--- config.mk ---
export PLATFORM = sky130hd
export DESIGN_NAME = prio_enc_serializer
export DESIGN_NICKNAME = d
export VERILOG_FILES = /design/src/rtl/prio_enc_serializer.sv
export SDC_FILE = /design/constraint.sdc
export NUM_CORES = 1
export LEC_CHECK = 0
export CAP_MARGIN = 20
export CORE_MARGIN = 2
export CORE_UTILIZATION = 45
export DETAILED_ROUTE_END_ITERATION = 6
export PLACE_DENSITY = 0.76
export RECOVER_POWER = 50
export SYNTH_ARGS = -nofsm -noshare
export SYNTH_HDL_FRONTEND = slang
export SYNTH_SLANG_ARGS = --single-unit
--- constraint.sdc ---
create_clock -name CLK -period 6.5 [get_ports CLK]
set_clock_uncertainty 0.1 [all_clocks]
set_input_delay 1.3 -clock CLK [delete_from_list [all_inputs] [get_ports CLK]]
set_output_delay 1.3 -clock CLK [all_outputs]
set_load 0.05 [all_outputs]
--- src/rtl/prio_enc_serializer.sv ---
`default_nettype none
// ============================================================================
// Module   : prio_enc_serializer
// Purpose  : Collects request bits from N lines into a pending register and
//            emits them one encoded index per handshake, highest priority
//            first. Back-pressure on the output never loses a request.
// Revision : 1.0 - initial release
// ----------------------------------------------------------------------------
// Parameters:
//   N          number of request lines (2..64)
//   IW         index width, $clog2(N)                 (derived)
//   CW         pending-count width, $clog2(N+1)       (derived)
// Ports:
//   CLK        clock, rising edge
//   RST        synchronous active-high reset
//   req_in     request vector, bit k requests index k
//   EN_enc     capture strobe, ORs req_in into the pending register
//   RDY_enc    capture accepted (low in every reset cycle)
//   out_valid  out_idx holds a valid index
//   out_idx    granted index
//   out_last   nothing else was pending when this index was loaded
//   out_ready  consumer accepts out_idx this cycle
//   pend_count population count of the pending register
// Configuration macro:
//   PENC_RR_EN defined   -> round-robin priority (descending from ptr, wraps)
//   PENC_RR_EN undefined -> fixed priority, highest index wins
// ============================================================================
module prio_enc_serializer #(
    parameter  int N  = 8,
    localparam int IW = $clog2(N),
    localparam int CW = $clog2(N + 1)
) (
    input  logic          CLK,
    input  logic          RST,
    input  logic [N-1:0]  req_in,
    input  logic          EN_enc,
    output logic          RDY_enc,
    output logic          out_valid,
    output logic [IW-1:0] out_idx,
    output logic          out_last,
    input  logic          out_ready,
    output logic [CW-1:0] pend_count
);

    logic [N-1:0]  r_pending;
    logic          r_valid;
    logic [IW-1:0] r_idx;
    logic          r_last;

    logic [N-1:0]  w_cap_vec;
    logic          w_load;
    logic          w_any;
    logic [IW-1:0] w_sel;
    logic [N-1:0]  w_onehot;
    logic [N-1:0]  w_clr;
    logic [N-1:0]  w_rest;
    logic [CW-1:0] w_count;

    // Captures are refused only while reset is asserted.
    assign RDY_enc   = ~RST;
    assign w_cap_vec = (EN_enc && RDY_enc) ? req_in : '0;
    assign w_load    = ~r_valid | out_ready;

`ifdef PENC_RR_EN
    logic [IW-1:0] r_ptr;

    // Index reached k steps below p, wrapping from 0 back to N-1.
    function automatic int wrap_down(input int p, input int k);
        return (k <= p) ? (p - k) : (p + N - k);
    endfunction

    // Round-robin: the first set bit found descending from r_ptr wins.
    always_comb begin
        w_sel = '0;
        w_any = 1'b0;
        for (int k = 0; k < N; k++) begin
            if (!w_any && r_pending[wrap_down(int'(r_ptr), k)]) begin
                w_sel = IW'(wrap_down(int'(r_ptr), k));
                w_any = 1'b1;
            end
        end
    end

    always_ff @(posedge CLK) begin
        if (RST) begin
            r_ptr <= IW'(N - 1);
        end else if (w_load && w_any) begin
            r_ptr <= (w_sel == '0) ? IW'(N - 1) : (w_sel - IW'(1));
        end
    end
`else
    // Fixed priority: ascending scan, so the last (highest) set bit wins.
    always_comb begin
        w_sel = '0;
        w_any = 1'b0;
        for (int k = 0; k < N; k++) begin
            if (r_pending[k]) begin
                w_sel = IW'(k);
                w_any = 1'b1;
            end
        end
    end
`endif

    always_comb begin
        w_onehot        = '0;
        w_onehot[w_sel] = 1'b1;
    end

    // Only a real load clears the selected bit; a same-cycle capture of that
    // bit is ORed in afterwards so the set wins.
    assign w_clr  = (w_load && w_any) ? w_onehot : '0;
    assign w_rest = (r_pending & ~w_onehot) | w_cap_vec;

    always_ff @(posedge CLK) begin
        if (RST) begin
            r_pending <= '0;
            r_valid   <= 1'b0;
            r_idx     <= '0;
            r_last    <= 1'b0;
        end else begin
            r_pending <= (r_pending & ~w_clr) | w_cap_vec;
            if (w_load) begin
                if (w_any) begin
                    r_valid <= 1'b1;
                    r_idx   <= w_sel;
                    r_last  <= (w_rest == '0);
                end else begin
                    r_valid <= 1'b0;
                end
            end
        end
    end

    always_comb begin
        w_count = '0;
        for (int k = 0; k < N; k++) begin
            w_count = w_count + CW'(r_pending[k]);
        end
    end

    assign out_valid  = r_valid;
    assign out_idx    = r_idx;
    assign out_last   = r_last;
    assign pend_count = w_count;

endmodule
`default_nettype wire

## Word-level counts from Yosys, hierarchy flattened

Cells that the tools add are included.

- Flip-flop bits (word level): 13
- Input bits: 12
- Output and inout bits: 10
- Logic and storage cells: 47

- Add/subtract/negate cells: 7
- Order comparisons: 2
- Mux-type cells: 20
- Bitwise logic cells: 9
- Reductions and logical operators: 5

Operator list:

| kind | count |
|---|---|
| 3-bit 2-to-1 mux | 6 |
| 4-bit by 1-bit adder with 4-bit output | 4 |
| 8-bit AND | 2 |
| 8-bit 2-to-1 mux | 2 |
| 8-bit NOT | 2 |
| 8-bit bitwise OR | 2 |
| 1-bit 2-to-1 mux | 11 |
| 8-bit logical NOT | 1 |
| 3-bit by 1-bit adder with 4-bit output | 1 |
| 3-bit by 4-bit less-than comparator with 1-bit output (second input constant) | 1 |
| 2-bit by 1-bit adder with 3-bit output | 1 |
| 1-bit demux with 3-bit select | 1 |
| 3-bit by 1-bit >= comparator with 1-bit output (second input constant) | 1 |
| 1-bit logical AND | 3 |
| 1-bit by 1-bit adder with 2-bit output | 1 |
| 1-bit NOT | 2 |
| 2-bit AND reduction | 1 |
| 1-bit bitwise OR | 1 |

## Logic depth before layout (Yosys ltp)

- Word-level depth: 15
- Mapped depth: 8

## Worst setup path before layout

Ideal clock, no wire load.

- Path kind: register to output
- Start point: register r_pending[3]
- End point: output pend_count[2]
- Data arrival time: 3.265 ns
- Required time: 5.100 ns
- Slack: 1.835 ns
- Stages on the path, launching flop included: 9
- Path buffers: 0
- Cell sequence: dfxtp_1 > inv_1 > fa_1 > fa_1 > fa_1 > inv_1 > ha_1 > fa_1 > xor2_1

- Longest elaborated chain between the ends: 5

Ends and longest elaborated chain:

| element | line | text |
|---|---|---|
| start, declared | 45 | `logic [N-1:0] r_pending;` |
| start signal, assigned | 122 | `r_pending <= (r_pending & ~w_clr) \| w_cap_vec;` |
| 3-bit by 1-bit adder with 4-bit output | 138 | `w_count = w_count + CW'(r_pending[k]);` |
| 4-bit by 1-bit adder with 4-bit output (4 in a row) | 138 |  |
| end, declared | 42 | `output logic [CW-1:0] pend_count` |

Every way passes these cells.

## Worst setup path in the final report

Same ends and word-level chain as after synthesis.

==> results.toml <==
[critical_path]
path_common_cell = "fa_1"
cp_slowest_cell = "clkdlybuf4s50_1"
worst-path-max-fanout = 7
cp_top_family = "adder cells"
crit_type = "register to output pin"
crit_path_cell_trace = "inv_1 -> fa_1 -> fa_1 -> fa_1 -> inv_1 -> ha_1 -> fa_1 -> xor2_1 -> clkdlybuf4s50_1"
cp.buffers_inverters = 3
worstSetupStartpointType = "register"
crit_path_end_kind = "output pin"
cpPeakStageDelay_ns = 0.81
arrival_ns = 3.88
crit_required_ns = 5.10

[global_routing]
grt_first_pass_wirelength_um = 3077
grt_pass1_vias = 718
grt.overflow.total = 0
grt_max_degree = 15
antenna_found_initial = 0
grt.total_usage_pct = 19.78

[synthesis]
netlist.area_leader.share_pct = 30.50
ys_types = 37
synthTopCellsByArea = "dfxtp_1 (30%), fa_1 (9.4%), a21oi_1 (5.9%), ha_1 (5.9%), inv_1 (5.3%)"
async_reset_ff_share_pct = 0
ys_ff_latch = 13
syn-instance-count = 98
seq_area_frac_synth_pct = 30.50
ys_warn_count = 0
synth.largest_area_cell = "dfxtp_1"
synth-main-ff-cell = "dfxtp_1"
syn_area_um2 = 853.3
synthesis.nets = 118
syn_avg_cell_area_um2 = 8.707
synth-edff-count = 0

[placement]
hpwl_um = 1392
place_inst = 140
io_buffer_count = 21
finalWeightedCongestion = 0.7559

[floorplanning]
dieArea_mm2 = 0.002261
ios = 22
rows = 15
die_width_um = 47.55
die_h_um = 47.55
coreArea_mm2 = 0.001764
start_util_pct = 48.37

[routing]
route.met3.wl_um = 66
top_layer_used = "met4"
dr.pass1.iters = 4
post_drt_wl_per_cell_um = 12.65
antenna_left = 0
wl_met1_um = 867
wl_um = 1822
vias_per_cell = 5.375
drc = 0
met2WireLength_um = 831
vias = 774
initialDrtViolationCount = 13

[power_and_ir_drop]
p_seq_share_pct = 35.3
p_comb_share_pct = 44.9
total_power_uw = 268.3
p_leak_nw = 0.4489
p_per_area_mw_per_mm2 = 244.5
p_sw_share_pct = 41.45
pwr-share-clk_pct = 19.8
switchingPower_uw = 111.2
ir_drop_uv = 135.6
internal-power_uw = 157.1

[sta]
finalHoldViolCount = 0
grt_setup_unrepaired = "no"
whs_ns = 0.3767
totalNegativeSetupSlack_ns = 0
finalCritPeriodShare_pct = 81.23
max_freq_ghz = 0.1894
fin_crit_ns = 5.280
slew_headroom_pct = 66.54
tightest_slew_ns = 0.5003
final_max_slew_viol_count = 0
finalSetupViolations = 0

[clock_network]
cts_tree = "built"
post_cts_buffers = 0
clk_latency_ns = 0.29
htree_levels = 1
cts-resized-gates = 0
cts_root_buffer = "clkbuf_4"
hold_buffers = 0
clock-sinks = 13
cts_buffers = 3
clk_pin_slew_worst_paths_ns = 0.08
max-clock-path-buffers = 2

[final_layout]
drive_gt1_share_pct = 8.403
syn_to_final_growth_pct = 28.59
diodes = 0
nets = 140
final_cell_count_no_fill = 144

[outcome]
outcome = "finished, final reports clean"

[run]
cap_violations = 0

[min_path]
hold_path_class = "register to register"
[power by group through the flow]
stage / clock network (mW) / registers, mW / logic (mW)
after CTS: 0.0543 / 0.0948 / 0.121
after global routing: 0.0572 / 0.0957 / 0.131
after detailed placement: 0 / 0.0966 / 0.121
final: 0.0532 / 0.0947 / 0.120
after global placement: 0 / 0.0960 / 0.120
after floorplan: 0 / 0.107 / 0.0771
[layout by cell type, fill, tap and decap left out]
cell	count
and3_1	1
o21ai_0	6
clkbuf_1	1
fa_1	4
inv_1	12
nand2_1	10
nand3_1	1
dfxtp_1	13
o311a_1	1
o31ai_1	2
or2_4	1
or4_1	1
or4_4	1
nor4_4	1
o21a_1	1
clkdlybuf4s50_1	19
o2111ai_1	1
a21oi_1	10
ha_1	4
a22oi_1	2
a31oi_1	2
a31o_1	1
o31ai_2	1
nor3_1	1
o41ai_1	1
o21ai_2	2
nor2b_1	3
a41oi_1	1
nand2b_1	2
a31o_2	1
clkbuf_4	3
nor2_1	3
maj3_1	1
xor2_1	1
and4_1	1
o21bai_1	1
dlygate4sd3_1	2
[synthesized netlist by cell type, drive strengths merged, types with 2 or more instances]
master	n
ha	4
a22oi	2
nand2b	2
dfxtp	13
or4	2
nor2	3
clkbuf	2
a31o	2
o31ai	3
a21oi	10
buf	2
nor2b	3
a31oi	2
fa	4
o21ai	8
inv	12
nand2	10
[routing by layer]
metal  vias to the layer above  GRT usage (%)
met3                         7          3.774
met2                        21          31.89
met5                         -              0
met4                         0          14.05
li1                        390              -
met1                       356          23.50
[flip-flops by register name, indices dropped and copies added, names as in the netlist]
register,count
r_pending,8
out_idx,3
out_last,1
out_valid,1
[cells by family after synthesis]
| logic type | synth area share [%] |
|---|---|
| flops | 30.50 |
| fa+ha+maj | 16.42 |
| simple gates | 18.04 |
| compound gates | 25.95 |
| buf+inv | 8.064 |
| xor+xnor | 1.027 |
[stage by stage]
stage | util, % | setup slack (ns) | instance area [µm²]
after floorplan | - | 1.835 | 853.3
after global placement | 60.71 | 1.624 | 1071
after detailed placement | 60.71 | 1.542 | 1071
after CTS | 62.20 | 1.218 | 1097
after global routing | 62.20 | 1.088 | 1097
final | 62.20 | 1.220 | 1097
[final cells by class]
class	instances	area [µm²]
Clock buffer	4	26.28
Fill cell	176	666.9
Tap cell	25	31.28
Timing Repair Buffer	21	210.2
Multi-Input combinational cell	69	524.3
Sequential cell	13	260.3
Inverter	12	45.04
[worst register-to-register path: cells and delay by family (launching register included)]
kind | cells | cell delay [ns]
simple gates | 1 | 0.43
flops | 1 | 0.40
compound gates | 3 | 0.67
[path summary, 6_finish.rpt]
kind / startpoint / endpoint / slack [ns] / cells past startpoint
setup / recovery: r_pending[3] / pend_count[2] / 1.22 / 9
hold / removal: out_idx[1] / out_idx[1] / 0.38 / 2
setup reg to reg: r_pending[5] / out_idx[1] / 4.77 / 4
hold reg to reg: out_idx[1] / out_idx[1] / 0.38 / 2
Note: power is estimated with default switching activity, not from simulation.
